`config.mk`:
```
export PLATFORM = sky130hd
export DESIGN_NAME = mul_div_unit_flat
export DESIGN_NICKNAME = d
export VERILOG_FILES = /design/src/rtl/mul_div_unit_if.sv /design/src/rtl/mul_div_unit.sv /design/src/flat_wrapper.sv
export SDC_FILE = /design/constraint.sdc
export NUM_CORES = 1
export LEC_CHECK = 0
export CAP_MARGIN = 20
export CORE_ASPECT_RATIO = 1.25
export CORE_MARGIN = 2
export CORE_UTILIZATION = 49
export DETAILED_ROUTE_END_ITERATION = 7
export PLACE_DENSITY = 0.76
export SYNTH_ARGS = -nofsm -noshare
export SYNTH_HDL_FRONTEND = slang
export SYNTH_SLANG_ARGS = --single-unit
```
`constraint.sdc`:
```
create_clock -name clk -period 3.8 [get_ports clk]
set_input_delay 0.76 -clock clk [delete_from_list [all_inputs] [get_ports clk]]
set_output_delay 0.76 -clock clk [all_outputs]
set_load 0.02 [all_outputs]
```
`src/rtl/mul_div_unit_if.sv`:
```
// mul_div_unit_if
//   Handshake, operand and HI/LO bundle between the decode/register-file
//   stage (master) and the iterative multiply/divide unit (slave).
//   start, op        : launch request and operation select (MULT/MULTU/DIV/DIVU)
//   rs_data, rt_data : operands from register file Read Data 1 / Read Data 2
//   hi_we, lo_we     : MTHI / MTLO write strobes (data taken from rs_data)
//   busy, done       : operation in progress / one-cycle result-ready pulse
//   hi, lo           : architectural HI/LO registers
interface mul_div_unit_if #(
  parameter int WIDTH = 32
);
  logic             start;
  logic [1:0]       op;
  logic [WIDTH-1:0] rs_data;
  logic [WIDTH-1:0] rt_data;
  logic             hi_we;
  logic             lo_we;
  logic             busy;
  logic             done;
  logic [WIDTH-1:0] hi;
  logic [WIDTH-1:0] lo;

  modport master (
    output start, op, rs_data, rt_data, hi_we, lo_we,
    input  busy, done, hi, lo
  );

  modport slave (
    input  start, op, rs_data, rt_data, hi_we, lo_we,
    output busy, done, hi, lo
  );
endinterface

```
`src/rtl/mul_div_unit.sv`:
```
// mul_div_unit
//   Iterative MIPS multiply/divide unit with HI/LO registers. Shift-add
//   multiply and restoring divide on operand magnitudes, one bit per cycle,
//   with sign correction applied in a single fix-up cycle.
//   clk  : clock, rising edge
//   rstn : asynchronous active-low reset
//   bus  : mul_div_unit_if slave (start/op/operands/MTHI/MTLO in,
//          busy/done/hi/lo out)
//
//   state | meaning
//   IDLE  | waiting for start; MTHI/MTLO accepted
//   CALC  | 32 iterations, one product/quotient bit per cycle
//   FIX   | sign correction, HI/LO written
//   DONE  | result valid for one cycle; new start or MTHI/MTLO accepted
module mul_div_unit #(
  parameter int WIDTH = 32
) (
  input logic          clk,
  input logic          rstn,
  mul_div_unit_if.slave bus
);

  localparam int W = WIDTH;

  typedef enum logic [1:0] {IDLE, CALC, FIX, DONE} state_t;

  state_t       state;
  logic [4:0]   cnt;
  logic         div_q;
  logic         neg_res;
  logic         neg_rem;
  logic         div0;
  logic [W-1:0] mcand;
  logic [W-1:0] acc_hi;
  logic [W-1:0] acc_lo;
  logic [W-1:0] hi_q;
  logic [W-1:0] lo_q;

  logic           idle_like;
  logic [W-1:0]   rs_mag;
  logic [W-1:0]   rt_mag;
  logic [W:0]     mul_sum;
  logic [W:0]     div_tr;
  logic [W:0]     div_diff;
  logic [2*W-1:0] prod_fix;
  logic [W-1:0]   q_fix;
  logic [W-1:0]   r_fix;

  always_comb begin
    idle_like = (state == IDLE) || (state == DONE);
    // op[0]=0 selects the signed variants
    rs_mag    = (!bus.op[0] && bus.rs_data[W-1]) ? -bus.rs_data : bus.rs_data;
    rt_mag    = (!bus.op[0] && bus.rt_data[W-1]) ? -bus.rt_data : bus.rt_data;
    // multiply: acc_hi:acc_lo holds partial product : remaining multiplier bits
    mul_sum   = {1'b0, acc_hi} + (acc_lo[0] ? {1'b0, mcand} : '0);
    // divide: acc_hi is the partial remainder, acc_lo shifts dividend out / quotient in
    div_tr    = {acc_hi, acc_lo[W-1]};
    div_diff  = div_tr - {1'b0, mcand};
    prod_fix  = neg_res ? -{acc_hi, acc_lo} : {acc_hi, acc_lo};
    // divide by zero yields all-ones quotient; the remainder path already
    // reproduces the original dividend after sign correction
    q_fix     = div0 ? '1 : (neg_res ? -acc_lo : acc_lo);
    r_fix     = neg_rem ? -acc_hi : acc_hi;
  end

  always_ff @(posedge clk or negedge rstn) begin
    if (!rstn) begin
      state   <= IDLE;
      cnt     <= '0;
      div_q   <= 1'b0;
      neg_res <= 1'b0;
      neg_rem <= 1'b0;
      div0    <= 1'b0;
      mcand   <= '0;
      acc_hi  <= '0;
      acc_lo  <= '0;
      hi_q    <= '0;
      lo_q    <= '0;
    end else begin
      if (idle_like) begin
        if (bus.hi_we) hi_q <= bus.rs_data;
        if (bus.lo_we) lo_q <= bus.rs_data;
      end
      case (state)
        IDLE, DONE: begin
          if (bus.start) begin
            state   <= CALC;
            cnt     <= '0;
            div_q   <= bus.op[1];
            neg_res <= !bus.op[0] && (bus.rs_data[W-1] ^ bus.rt_data[W-1]);
            neg_rem <= !bus.op[0] && bus.rs_data[W-1];
            div0    <= bus.op[1] && (bus.rt_data == '0);
            mcand   <= bus.op[1] ? rt_mag : rs_mag;
            acc_hi  <= '0;
            acc_lo  <= bus.op[1] ? rs_mag : rt_mag;
          end else begin
            state <= IDLE;
          end
        end
        CALC: begin
          if (div_q) begin
            if (!div_diff[W]) begin
              acc_hi <= div_diff[W-1:0];
              acc_lo <= {acc_lo[W-2:0], 1'b1};
            end else begin
              acc_hi <= div_tr[W-1:0];
              acc_lo <= {acc_lo[W-2:0], 1'b0};
            end
          end else begin
            acc_hi <= mul_sum[W:1];
            acc_lo <= {mul_sum[0], acc_lo[W-1:1]};
          end
          cnt <= cnt + 5'd1;
          if (cnt == 5'd31) state <= FIX;
        end
        FIX: begin
          if (div_q) begin
            hi_q <= r_fix;
            lo_q <= q_fix;
          end else begin
            hi_q <= prod_fix[2*W-1:W];
            lo_q <= prod_fix[W-1:0];
          end
          state <= DONE;
        end
        default: state <= IDLE;
      endcase
    end
  end

  assign bus.busy = (state == CALC) || (state == FIX);
  assign bus.done = (state == DONE);
  assign bus.hi   = hi_q;
  assign bus.lo   = lo_q;

endmodule

```
`src/flat_wrapper.sv`:
```
// flat-port wrapper written by rule: the top's interface ports become plain ports
module mul_div_unit_flat 
#(
  parameter int WIDTH = 32
)
  (clk, rstn, bus_start, bus_op, bus_rs_data, bus_rt_data, bus_hi_we, bus_lo_we, bus_busy, bus_done, bus_hi, bus_lo);
  mul_div_unit_if #(.WIDTH(WIDTH)) bus_i ();
  input logic clk;
  input logic rstn;
  input wire logic [$bits(bus_i.start)-1:0] bus_start;
  input wire logic [$bits(bus_i.op)-1:0] bus_op;
  input wire logic [$bits(bus_i.rs_data)-1:0] bus_rs_data;
  input wire logic [$bits(bus_i.rt_data)-1:0] bus_rt_data;
  input wire logic [$bits(bus_i.hi_we)-1:0] bus_hi_we;
  input wire logic [$bits(bus_i.lo_we)-1:0] bus_lo_we;
  output wire logic [$bits(bus_i.busy)-1:0] bus_busy;
  output wire logic [$bits(bus_i.done)-1:0] bus_done;
  output wire logic [$bits(bus_i.hi)-1:0] bus_hi;
  output wire logic [$bits(bus_i.lo)-1:0] bus_lo;
  assign bus_i.start = bus_start;
  assign bus_i.op = bus_op;
  assign bus_i.rs_data = bus_rs_data;
  assign bus_i.rt_data = bus_rt_data;
  assign bus_i.hi_we = bus_hi_we;
  assign bus_i.lo_we = bus_lo_we;
  assign bus_busy = bus_i.busy;
  assign bus_done = bus_i.done;
  assign bus_hi = bus_i.hi;
  assign bus_lo = bus_i.lo;
  mul_div_unit #(.WIDTH(WIDTH)) u_core (.clk(clk), .rstn(rstn), .bus(bus_i));
endmodule
```
==> results of run 1 <==
[timing repair]
action	CTS	global route
resized for setup	0	2
endpoints found under the setup margin	0	14
endpoints found under the hold margin	0	0
[worst paths after layout]
| check | from | end | slack (ps) | cells past startpoint |
|---|---|---|---|---|
| setup reg to reg | u_core.acc_lo[0]$_DFFE_PN0P_ | u_core.acc_hi[31]$_DFFE_PN0P_ | 140 | 13 |
| hold reg to reg | u_core.mcand[14]$_DFFE_PN0P_ | u_core.mcand[14]$_DFFE_PN0P_ | 480 | 2 |
| hold / removal | rstn | u_core.bus.lo[14]$_DFFE_PN0P_ | 250 | 1 |
| max in group asynchronous | rstn | u_core.acc_hi[10]$_DFFE_PN0P_ | 2640 | 2 |
| min in group clk | u_core.mcand[14]$_DFFE_PN0P_ | u_core.mcand[14]$_DFFE_PN0P_ | 480 | 2 |
| setup / recovery | u_core.acc_lo[0]$_DFFE_PN0P_ | u_core.acc_hi[31]$_DFFE_PN0P_ | 140 | 13 |
[cells by family (layout without fill, tap and decap cells)]
kind of cell	after synthesis	in the layout	share of synthesized area
compound gates	647	647	0.261
fa+ha+maj	76	76	0.0642
buf+inv	188	338	0.0483
xor+xnor	174	174	0.102
other cells	0	2	0
simple gates	609	609	0.190
mux	73	73	0.0502
flops	171	171	0.285
[per-layer routing]
layer | track usage | vias up
li1 | - | 7206
met5 | 0 | -
met2 | 0.581 | 781
met3 | 0.0529 | 251
met4 | 0.263 | 0
met1 | 0.401 | 7588
[where the power goes]
group	leakage (nW)	internal [mW]	switching, mW	total (mW)
Clock	0.303	1.07	0.844	1.92
Combinational	5.38	5.11	7.76	12.9
Sequential	2.13	2.69	0.963	3.66
[registers in the layout, summed over array words and instances (netlist names)]
register / count
u_core.div_q: 1
u_core.state: 2
u_core.bus.hi: 32
u_core.acc_hi: 32
u_core.acc_lo: 32
u_core.cnt: 5
u_core.div0: 1
u_core.bus.lo: 32
u_core.neg_res: 1
u_core.mcand: 32
u_core.neg_rem: 1
[area by class of cell]
| class | instances | area share |
|---|---|---|
| antenna | 2 | 0.000279 |
| clock buffer | 19 | 0.0247 |
| clock inverter | 13 | 0.00991 |
| inverter | 62 | 0.0130 |
| multi-input combinational | 1579 | 0.563 |
| sequential | 171 | 0.239 |
| tap | 401 | 0.0280 |
| timing repair buffer | 244 | 0.122 |
[critical path, delay by kind of cell, from the launching register on]
family | cells | cell delay [ps]
adder cells (fa/ha/maj) | 1 | 340
flip-flops | 1 | 400
AND/OR/NAND/NOR | 2 | 430
buffers and inverters | 1 | 320
AO/OA/AOI/OAI | 9 | 2020
[layout by cell type (no fill, tap or decap), types with 5 or more instances in the layout]
cell,Yosys,final
inv_1,61,61
nor2b_1,10,10
mux2_2,20,20
o21a_1,11,11
mux2i_1,53,53
a21o_1,40,40
or4_1,8,8
nor3_1,34,34
dfrtp_1,171,170
o21bai_1,13,11
o41ai_1,11,11
nor3b_1,5,5
a22oi_1,24,24
o22ai_1,30,30
nor4_1,12,12
nand4_1,14,14
o221ai_1,9,9
nor2_1,185,185
a21oi_1,175,174
ha_1,74,72
o211ai_1,14,14
nand2b_1,14,14
or3_1,8,8
clkbuf_16,0,17
and3_1,19,19
and2_1,14,14
nand3_1,21,21
o21ai_0,192,191
xor2_1,73,73
buf_4,2,106
clkdlybuf4s50_1,0,134
xnor2_1,100,100
o31ai_1,19,19
o21ai_1,19,19
nand2_1,233,232
a31oi_1,19,18
a211oi_1,34,34
==> impl_metrics.yaml, run 1 <==
global_route:
  antenna_found_initial: 0
  grt_usage: 0.346
  grt_pass1_vias: 15300
  grt_overflow: 0
  grt_pass1_wl_um: 85300
  grt_max_degree: 71
route:
  viasPerCell: 6.35
  dr_wl_met2_um: 26500
  highest_layer: "met4"
  wl_met3_um: 3960
  first_pass_iters: 5
  wl_per_cell_um: 22.5
  drt-initial-drc-count: 1485
  ant_nets: 0
  vias: 15800
  drc: 0
  met1_length_um: 20800
  routed_wl_um: 56100
die:
  initial_core_util: 0.499
  chipWidth_um: 161
  die_y_um: 200
  ios: 137
  core-area_um2: 30100
  num_rows: 71
  dieArea_um2: 32100
placed_design:
  port_buffers: 136
  dpl.cell_count: 2457
  placed_cell_area_um2: 17300
  place.gp.congestion: 1.01
  dp_hpwl_um: 43800
  dpl_worst_slack_ps: 173
flow_run:
  maxCapViolations: 0
timing:
  tightest_slew_ps: 855
  hold_viol: 0
  rsz0062_at_grt: "false"
  relSlewSlack: 0.430
  fin_hold_ws_ps: 254
  max_freq_mhz: 273
  min_period_ps: 3660
  skew_ps: 12.3
  setup_viol: 0
  fin_tns_setup_ps: 0
  period_share: 0.963
  fin_ws_ps: 139
  report.final.slew_viol_count: 0
critical_path:
  cp.arrival_ps: 3960
  max_stage_delay_ps: 400
  critical_path_class: "register to register"
  path_common_cell: "a311o_1"
  crit_path_end_kind: "register"
  worstPathMaxFanout: 10
  required_ps: 4100
  cp-start-kind: "register"
  slowest_stage: "dfrtp_1"
  path_cells: "inv_1 > nor2_1 > ha_1 > a21o_1 > or3_1 > o2111ai_1 > a311o_1 > a311o_1 > o21ai_1 > a221o_1 > a211oi_1 > o31a_1 > a41oi_1"
clocking:
  cts_tree: "done"
  clk-insertion-delay-late_ps: 460
  clk_pin_slew_ps: 70
  cts_sinks: 171
  cts_root_buffer: "clkbuf_16"
  cts_buffers: 17
  post_cts_buffers: 0
  cts_hold_buf: 0
  h-tree-depth: 4
  cts_buffer_depth: 2
final_layout:
  area_growth_pct: 19.3
  final_nets: 2222
  fin_area_um2: 17900
  layout-drive-gt1-share: 0.0939
  filler_cell_count: 2714
  seq_area_um2: 4280
  finish.utilization: 0.596
  multi_input_area_um2: 10100
  final_cells: 2491
yosys:
  netlist.area_leader.share: 0.285
  synthesis.area_um2: 15000
  ys_types: 84
  synth.most_common_cell: "nand2_1"
  synth-main-ff-cell: "dfrtp_1"
  ys_seq_area_frac: 0.285
  netlist_top_cells_count: "nand2_1, o21ai_0, nor2_1"
  synth.area.top_cells: "dfrtp_1, o21ai_0, ha_1"
  synth_seq_cells: 171
  syn-instance-count: 1938
  yosys.area.top_type: "dfrtp_1"
  async_reset_ff_frac: 1.00
  avgSynthCellArea_um2: 7.76
  synth_nets: 2085
  synth_edf_count: 0
  yosysWarnings: 0
power_and_ir_drop:
  p_total_mw: 18.4
  power_density_nw_per_um2: 1030
  leakage_nw: 7.81
  vdd_drop_max_uv: 554
status:
  status: "completed"
hold_path:
  holdCritPathClass: "input pin to async pin"
No activity file was read; power rests on OpenSTA's default activity.
==> run 2: changes to the inputs <==
ABC_CLOCK_PERIOD_IN_PS = 3800   (was default)
PLACE_DENSITY = 0.7   (was 0.76)
==> run 2 against run 1 <==
  * Combinational power is essentially flat
  * Register-to-register slack gained 90 ps
  * Sequential cell count is the same
  * Utilization grew 0.33 points
  * Via count shrank 2.4%
  * First-iteration DRC count grew 2.0%
  * Die area is the same
  * Sequential power shrank 2%
  * Worst hold slack gained 31 ps
  * Setup slack gained 87 ps
  * Critical path type unchanged
  * Largest cell class unchanged
==> impl_metrics.yaml, run 2 (same netlist as run 1, synthesis figures left out) <==
route:
  routed_wl_um: 56300
  drc: 0
  vias: 15500
  viasPerCell: 6.20
  first_pass_iters: 5
  wl_per_cell_um: 22.6
  ant_nets: 0
  drt-initial-drc-count: 1514
placed_design:
  placed_cell_area_um2: 17400
  dpl_worst_slack_ps: 36.4
  place.gp.congestion: 0.963
  dp_hpwl_um: 44100
  port_buffers: 136
power_and_ir_drop:
  vdd_drop_max_uv: 1070
  combPwrFrac: 0.700
  intPower_mw: 9.01
  power_density_nw_per_um2: 1030
  seqPwrFrac: 0.194
  p_switching_mw: 9.58
  p_total_mw: 18.6
  switching_share: 0.515
  leakage_nw: 7.85
  clkPwrFrac: 0.106
final_layout:
  seq_area_um2: 4280
  final_common_cell: "nand2_1"
  area_growth_pct: 19.9
  fin_area_um2: 18000
  diodes: 0
  layout-drive-gt1-share: 0.0970
  filler_cell_count: 2757
  final_cell_mix: "nand2_1, o21ai_0, nor2_1"
  multi_input_area_um2: 10100
  final_nets: 2228
clocking:
  h-tree-depth: 4
  post_cts_buffers: 0
  cts_buffer_depth: 2
  cts_sinks: 171
  cts_buffers: 17
  cts-resized-gates: 0
  cts_root_buffer: "clkbuf_16"
  clk-insertion-delay-late_ps: 450
  cts_hold_buf: 0
  clk_pin_slew_ps: 70
  cts_tree: "done"
status:
  status: "completed"
global_route:
  grt_pass1_wl_um: 85400
  antenna_found_initial: 0
  grt_usage: 0.349
  grt_pass1_vias: 15100
  grt_overflow: 0
  grt_max_degree: 73
timing:
  max_freq_mhz: 280
  setup_viol: 0
  hold_viol: 0
  fin_hold_ws_ps: 284
  fin_tns_setup_ps: 0
  fin_ws_ps: 225
  report.final.slew_viol_count: 0
  min_period_ps: 3570
  relSlewSlack: 0.400
  rsz0062_at_grt: "false"
  tightest_slew_ps: 897
  period_share: 0.941
  skew_ps: 10.1
critical_path:
  path_cells: "inv_1 > fa_1 > nor2b_1 > o31ai_2 > a21oi_1 > a31oi_2 > nand2_1 > a31oi_1 > buf_4 > xnor2_4 > buf_12 > mux2i_1 > a21oi_1 > a22o_1"
  rr_endpoint: "u_core.acc_hi[16]$_DFFE_PN0P_"
  crit_start: "u_core.acc_hi[0]$_DFFE_PN0P_"
  reg2reg_depth: 14
  cp-start-kind: "register"
  crit_end: "u_core.acc_hi[16]$_DFFE_PN0P_"
  slowest_stage: "fa_1"
  path_common_cell: "a21oi_1"
  max_stage_delay_ps: 480
  cp.arrival_ps: 3910
  worstPathMaxFanout: 40
  crit_path_end_kind: "register"
  rr_startpoint: "u_core.acc_hi[0]$_DFFE_PN0P_"
  critical_path_class: "register to register"
  required_ps: 4140
  r2r_slack_ps: 230
die:
  die_y_um: 200
  dieArea_um2: 32100
  num_rows: 71
  ios: 137
  initial_core_util: 0.499
  core-area_um2: 30100
  chipWidth_um: 161
flow_run:
  maxCapViolations: 0
hold_path:
  holdCritPathClass: "input pin to async pin"
-- run 2: area by class of cell --
type,instances,share of cell area
Clock buffer,18,0.0238
Clock inverter,13,0.0113
Inverter,62,0.0129
Multi-Input combinational cell,1579,0.561
Sequential cell,171,0.237
Tap cell,401,0.0278
Timing Repair Buffer,250,0.126
-- run 2: power groups by stage --
stage               logic (mW)  registers [mW]  clock network, mW
global placement          12.6            3.57                  0
CTS                       12.8            3.57               1.97
detailed placement        12.7            3.60                  0
global route              14.2            3.67               2.05
finish                    13.0            3.60               1.97
floorplan                 8.24            3.75                  0
-- run 2: per-layer routing --
layer | track usage | up-vias | part of all wire
met5 | 0 | - | 0
met4 | 0.266 | 0 | 0.089
met3 | 0.0461 | 211 | 0.059
met2 | 0.593 | 695 | 0.47
met1 | 0.403 | 7330 | 0.38
li1 | - | 7215 | -
-- run 2: through the flow --
stage | instances | util
after floorplan | 1938 | -
after global placement | 2463 | 0.577
after detailed placement | 2463 | 0.577
after CTS | 2494 | 0.598
after global routing | 2494 | 0.599
final | 2494 | 0.599
-- run 2: worst max-delay path, delay by kind of cell (launching register included) --
kind	cells	cell delay (ps)
compound gates	6	1130
buf+inv	3	550
fa+ha+maj	1	480
flops	1	470
simple gates	2	380
mux	1	290
xor+xnor	1	150
-- run 2: how the worst min path moves through the flow --
stage	from	to	slack (ps)
after global routing	rstn	u_core.bus.lo[7]$_DFFE_PN0P_	330
final	rstn	u_core.bus.lo[7]$_DFFE_PN0P_	280
after detailed placement	u_core.bus.lo[8]$_DFFE_PN0P_	u_core.bus.lo[8]$_DFFE_PN0P_	470
after CTS	rstn	u_core.bus.lo[7]$_DFFE_PN0P_	310
after floorplan	u_core.div0$_DFFE_PN0P_	u_core.div0$_DFFE_PN0P_	450
after global placement	u_core.bus.lo[8]$_DFFE_PN0P_	u_core.bus.lo[8]$_DFFE_PN0P_	460
